**src/rtl/branch_pred_ctrl_unit.sv**
```systemverilog
// Branch control with a bimodal direction predictor: ID-stage lookup/redirect,
// EX-stage resolution, misprediction recovery and saturating event counters.
module branch_pred_ctrl_unit #(
  parameter int XLEN      = 32,
  parameter int IDX_W     = 6,
  parameter int PRED_MODE = 1,
  parameter int CNT_W     = 32
) (
  input  logic             i_clk,
  input  logic             i_rst_n,
  input  logic             i_stall,
  input  logic             i_id_branch,
  input  logic [XLEN-1:0]  i_id_pc,
  output logic             o_pred_taken,
  output logic             o_id_redirect,
  input  logic             i_ex_valid,
  input  logic             i_ex_branch,
  input  logic             i_ex_jump,
  input  logic             i_ex_linkReg,
  input  logic             i_ex_func3_0,
  input  logic             i_ex_func3_2,
  input  logic             i_alu_result,
  input  logic             i_alu_zero,
  input  logic [XLEN-1:0]  i_ex_pc,
  input  logic             i_ex_pred_taken,
  output logic [1:0]       o_pcSrc,
  output logic             o_flush,
  output logic [CNT_W-1:0] o_branch_cnt,
  output logic [CNT_W-1:0] o_mispred_cnt
);

  localparam int DEPTH = 1 << IDX_W;

  logic [1:0]       tbl_q [DEPTH];
  logic [IDX_W-1:0] idx_id, idx_ex;
  logic             ex_br, taken, mispred, upd, tbl_we;
  logic [1:0]       ent_q, ent_d;
  logic [CNT_W-1:0] branch_cnt_q, branch_cnt_d;
  logic [CNT_W-1:0] mispred_cnt_q, mispred_cnt_d;
  logic             unused_pc;

  assign idx_id    = i_id_pc[IDX_W+1:2];
  assign idx_ex    = i_ex_pc[IDX_W+1:2];
  assign unused_pc = ^{i_id_pc[XLEN-1:IDX_W+2], i_id_pc[1:0],
                       i_ex_pc[XLEN-1:IDX_W+2], i_ex_pc[1:0]};

  assign o_pred_taken  = (PRED_MODE == 1) ? (i_id_branch & tbl_q[idx_id][1]) : 1'b0;
  assign o_id_redirect = o_pred_taken & ~o_flush;

  // func3[2] selects compare-based (BLT/BGE family) vs equality (BEQ/BNE) branches
  assign taken   = i_ex_func3_2 ? (i_ex_func3_0 ? ~i_alu_result : i_alu_result)
                                : (i_ex_func3_0 ? ~i_alu_zero   : i_alu_zero);
  assign ex_br   = i_ex_valid & i_ex_branch;
  assign mispred = ex_br & (taken ^ i_ex_pred_taken);
  assign upd     = ex_br & ~i_stall;
  assign tbl_we  = upd & (PRED_MODE == 1);

  always_comb begin
    o_pcSrc = 2'b00;
    o_flush = 1'b0;
    if (i_ex_valid) begin
      if (i_ex_branch) begin
        if (mispred) begin
          o_pcSrc = taken ? 2'b01 : 2'b11;
          o_flush = 1'b1;
        end
      end else if (i_ex_jump) begin
        o_pcSrc = i_ex_linkReg ? 2'b10 : 2'b01;
        o_flush = 1'b1;
      end
    end
  end

  assign ent_q = tbl_q[idx_ex];
  always_comb begin
    ent_d = ent_q;
    if (taken) begin
      if (ent_q != 2'b11) ent_d = ent_q + 2'd1;
    end else begin
      if (ent_q != 2'b00) ent_d = ent_q - 2'd1;
    end
  end

  always_ff @(posedge i_clk or negedge i_rst_n) begin
    if (!i_rst_n) begin
      for (int i = 0; i < DEPTH; i++) tbl_q[i] <= 2'b01;
    end else if (tbl_we) begin
      tbl_q[idx_ex] <= ent_d;
    end
  end

  always_comb begin
    branch_cnt_d  = branch_cnt_q;
    mispred_cnt_d = mispred_cnt_q;
    if (upd) begin
      if (branch_cnt_q != '1)             branch_cnt_d  = branch_cnt_q + 1'b1;
      if (mispred && mispred_cnt_q != '1) mispred_cnt_d = mispred_cnt_q + 1'b1;
    end
  end

  always_ff @(posedge i_clk or negedge i_rst_n) begin
    if (!i_rst_n) begin
      branch_cnt_q  <= '0;
      mispred_cnt_q <= '0;
    end else begin
      branch_cnt_q  <= branch_cnt_d;
      mispred_cnt_q <= mispred_cnt_d;
    end
  end

  assign o_branch_cnt  = branch_cnt_q;
  assign o_mispred_cnt = mispred_cnt_q;

endmodule

```
**config.mk**
```make
export PLATFORM = sky130hd
export DESIGN_NAME = branch_pred_ctrl_unit
export DESIGN_NICKNAME = d
export VERILOG_FILES = /design/src/rtl/branch_pred_ctrl_unit.sv
export SDC_FILE = /design/constraint.sdc
export NUM_CORES = 1
export LEC_CHECK = 0
export ABC_AREA = 1
export CAP_MARGIN = 10
export CORE_UTILIZATION = 70
export CTS_BUF_LIST = sky130_fd_sc_hd__clkbuf_2 sky130_fd_sc_hd__clkbuf_4 sky130_fd_sc_hd__clkbuf_8
export DETAILED_ROUTE_END_ITERATION = 12
export DONT_BUFFER_PORTS = 1
export GPL_TIMING_DRIVEN = 0
export PLACE_DENSITY_LB_ADDON = 0.12
export SLEW_MARGIN = 0
export SYNTH_ARGS = -nofsm -noshare
export SYNTH_HDL_FRONTEND = slang
export SYNTH_SLANG_ARGS = --single-unit
export TNS_END_PERCENT = 30
```
**constraint.sdc**
```tcl
create_clock -name i_clk -period 4.4 [get_ports i_clk]
set_clock_uncertainty 0.15 [all_clocks]
set_input_delay 0.66 -clock i_clk [delete_from_list [all_inputs] [get_ports i_clk]]
set_output_delay 0.66 -clock i_clk [all_outputs]
set_load 0.1 [all_outputs]
```
==> results_dict.tcl <==
set metrics [dict create \
    status "finished, violations left" \
    violations "hold timing" \
    clock_latency_ps 510 \
    crit_arrival_ps 3450 \
    synth_area_um2 11700 \
    io-pin-count 146 \
    cts-htree-levels 4 \
    path_max_fanout 10 \
    grt_pass1_wl_mm 57.5 \
    gp_congestion 1.01 \
    max_clock_freq_mhz 235 \
    p_clk_frac 0.307 \
    use_met3 0.120 \
    seqPwrFrac 0.546 \
    area_delta_synth_final_pct 6.21 \
    crit_start "i_id_pc[2]" \
    clockBufferDepth 2 \
    drc 0 \
    rsz0062_at_grt "false" \
    hp-class "input port to async pin" \
    yosys.area.top_type_share 0.273 \
    worst_pin_slew_ps 1120 \
    cts-root-buf "clkbuf_8" \
    cts_inserted_buffers 17 \
    cts_tree "built" \
    start_util 0.728 \
    die-area_um2 17300 \
    rows 46 \
    r2r_cells 9 \
    avgRoutedWirePerCell_um 18.4 \
    diodes 0 \
    r2r_setup_slack_ps 980 \
    portBuffers 0 \
    cellLeakagePower_nw 6.14 \
    drive_gt1_frac 0.0917 \
    syn-instance-count 1723 \
    hold_ws_ps -309 \
    cts_resized 0 \
    core_um2 16100 \
    finalCriticalPeriod_ps 4260 \
    synth.distinct_cells 38 \
    drtIter0Drc 1367 \
    die_w_um 131 \
    place_ws_ps 308 \
    synth_nets 1802 \
    yosysMostFrequentCell "nand2_1" \
    final.period_utilization 0.968 \
    antenna_found_initial 0 \
    grt_pass1_vias 11289 \
    grt_use_met2 0.660 \
    yosys-top-cells-area "dfrtp_1 27%, nand2_1 24%, dfstp_2 14%" \
    crit_path_end_kind "primary output" \
    synth-edff-count 0 \
    clk_pin_slew_worst_paths_ps 120 \
    p_sw_frac 0.381 \
    synthTopCellsByCount "751 x nand2_1, 203 x inv_1, 154 x nand3_1" \
    firstDrtPassIters 8 \
    hold_violations 149 \
    layout_setup_ws_ps 142 \
    grt_max_degree 193 \
    r2r_end "o_mispred_cnt[19]" \
    setup_viol 0 \
    ys_seq_area_frac 0.417 \
    ys_warn_count 0 \
    grt_most_used_layer "met2" \
    p_int_w 0.00251 \
    powerDensity_nw_per_um2 325 \
    tns_ps 0 \
    yosys_most_used_dff "dfrtp_1" \
    cp-start-kind "input port" \
    synth_top_area_cell "dfrtp_1" \
    required_ps 3590 \
    vias 11682 \
    post_cts_buffers 0 \
    grt_util_all_layers 0.429 \
    p_comb_frac 0.148 \
    reg2reg_from "o_mispred_cnt[1]" \
    cts.sinks 192 \
    vias_per_cell 5.93 \
    synth_seq_cells 192 \
    async_reset_ff_frac 1.00 \
    num-nets-final 1821 \
    avgSynthCellArea_um2 6.81 \
    grt-ovfl-total 0 \
    ir_drop_mv 0.393 \
    p_sw_w 0.00155 \
    wl_mm 36.2 \
    dp_hpwl_mm 25.3 \
    ant_nets 0 \
    crit_type "input port to primary output" \
    fp.dieH_um 131 \
    max_cap_viol_count 0 \
    use_met1 0.550 \
    drv_slew 0 \
    slew_headroom 0.256 \
]
==> power by group through the flow <==
stage                     Clock (W)  Sequential [W]  Combinational, W
after global routing        0.00131         0.00222          0.000642
after floorplan                   0         0.00222          0.000426
after detailed placement          0         0.00224          0.000579
final                       0.00124         0.00221          0.000598
after global placement            0         0.00224          0.000564
after CTS                   0.00124         0.00221          0.000583
==> through the flow <==
| step | hold slack (ps) | util | cells | cell area, um^2 | total power, W |
|---|---|---|---|---|---|
| 6_report | -309 | 0.773 | 1971 | 12500 | 0.00405 |
| 5_1_grt | -333 | 0.773 | 1971 | 12500 | 0.00417 |
| 4_1_cts | -315 | 0.773 | 1971 | 12500 | 0.00403 |
| 3_5_place_dp | 218 | 0.746 | 1939 | 12000 | 0.00282 |
| 3_3_place_gp | 218 | 0.745 | 1939 | 12000 | 0.00280 |
| 2_1_floorplan | 214 | - | 1723 | 11700 | 0.00264 |
==> worst max-delay path by stage <==
| stage | end | slack (ps) |
|---|---|---|
| floorplan | o_id_redirect | 200 |
| global placement | o_pred_taken | -170 |
| detailed placement | o_pred_taken | 310 |
| CTS | o_pred_taken | 300 |
| global route | o_pred_taken | 30 |
| finish | o_pred_taken | 140 |
==> cells by family (layout without fill, tap and decap cells) <==
kind of cell    Yosys count  in the layout  synth area share
compound gates           79             79            0.0363
xor+xnor                 61             61            0.0462
fa+ha+maj                 2              2           0.00213
buf+inv                 270            302             0.103
flops                   192            192             0.417
simple gates           1119           1119             0.396
==> layer usage <==
layer	wire length (um)	vias up
li1	-	5373
met1	13500	5301
met2	16200	850
met3	4620	158
met4	1920	0
met5	0	-
==> layout make-up <==
type,instances,area (um^2)
fillers,1206,3660
inverters,208,783
flip-flops and latches,192,4880
plain buffers,62,425
well taps,216,270
multi-input cells,1261,5660
clock inverters,15,199
clock buffers,17,234
==> critical path, cell delays in order <==
cell,delay [ps]
clkbuf_1,400
buf_1,550
a21oi_1,130
o21ai_0,100
nand3_1,90
nand2_1,150
nand2_1,70
nand3_1,80
nand3_1,70
nand2_1,200
inv_1,130
nor2_2,820
==> sequential cells by signal, summed over array words and instances (netlist names) <==
| name | cells |
|---|---|
| tbl_q | 128 |
| o_branch_cnt | 32 |
| o_mispred_cnt | 32 |
==> layout by cell type, fill, tap and decap left out, types with 3 or more instances in the layout <==
| cell | count |
|---|---|
| xnor2_1 | 28 |
| buf_2 | 16 |
| nand2_1 | 751 |
| clkinv_1 | 4 |
| nor2_2 | 5 |
| buf_1 | 3 |
| inv_8 | 6 |
| dfrtp_1 | 128 |
| clkbuf_1 | 15 |
| clkbuf_8 | 17 |
| inv_1 | 203 |
| a21oi_1 | 25 |
| o21ai_0 | 33 |
| xor2_1 | 32 |
| dfstp_2 | 64 |
| nand4_1 | 20 |
| clkinv_8 | 5 |
| nor3_1 | 72 |
| nand3_1 | 154 |
| o21ai_1 | 11 |
| o211ai_1 | 6 |
| nor2_1 | 100 |
| buf_4 | 10 |
| nor4_1 | 3 |
| buf_6 | 18 |
(Power assumes the default switching activity.)
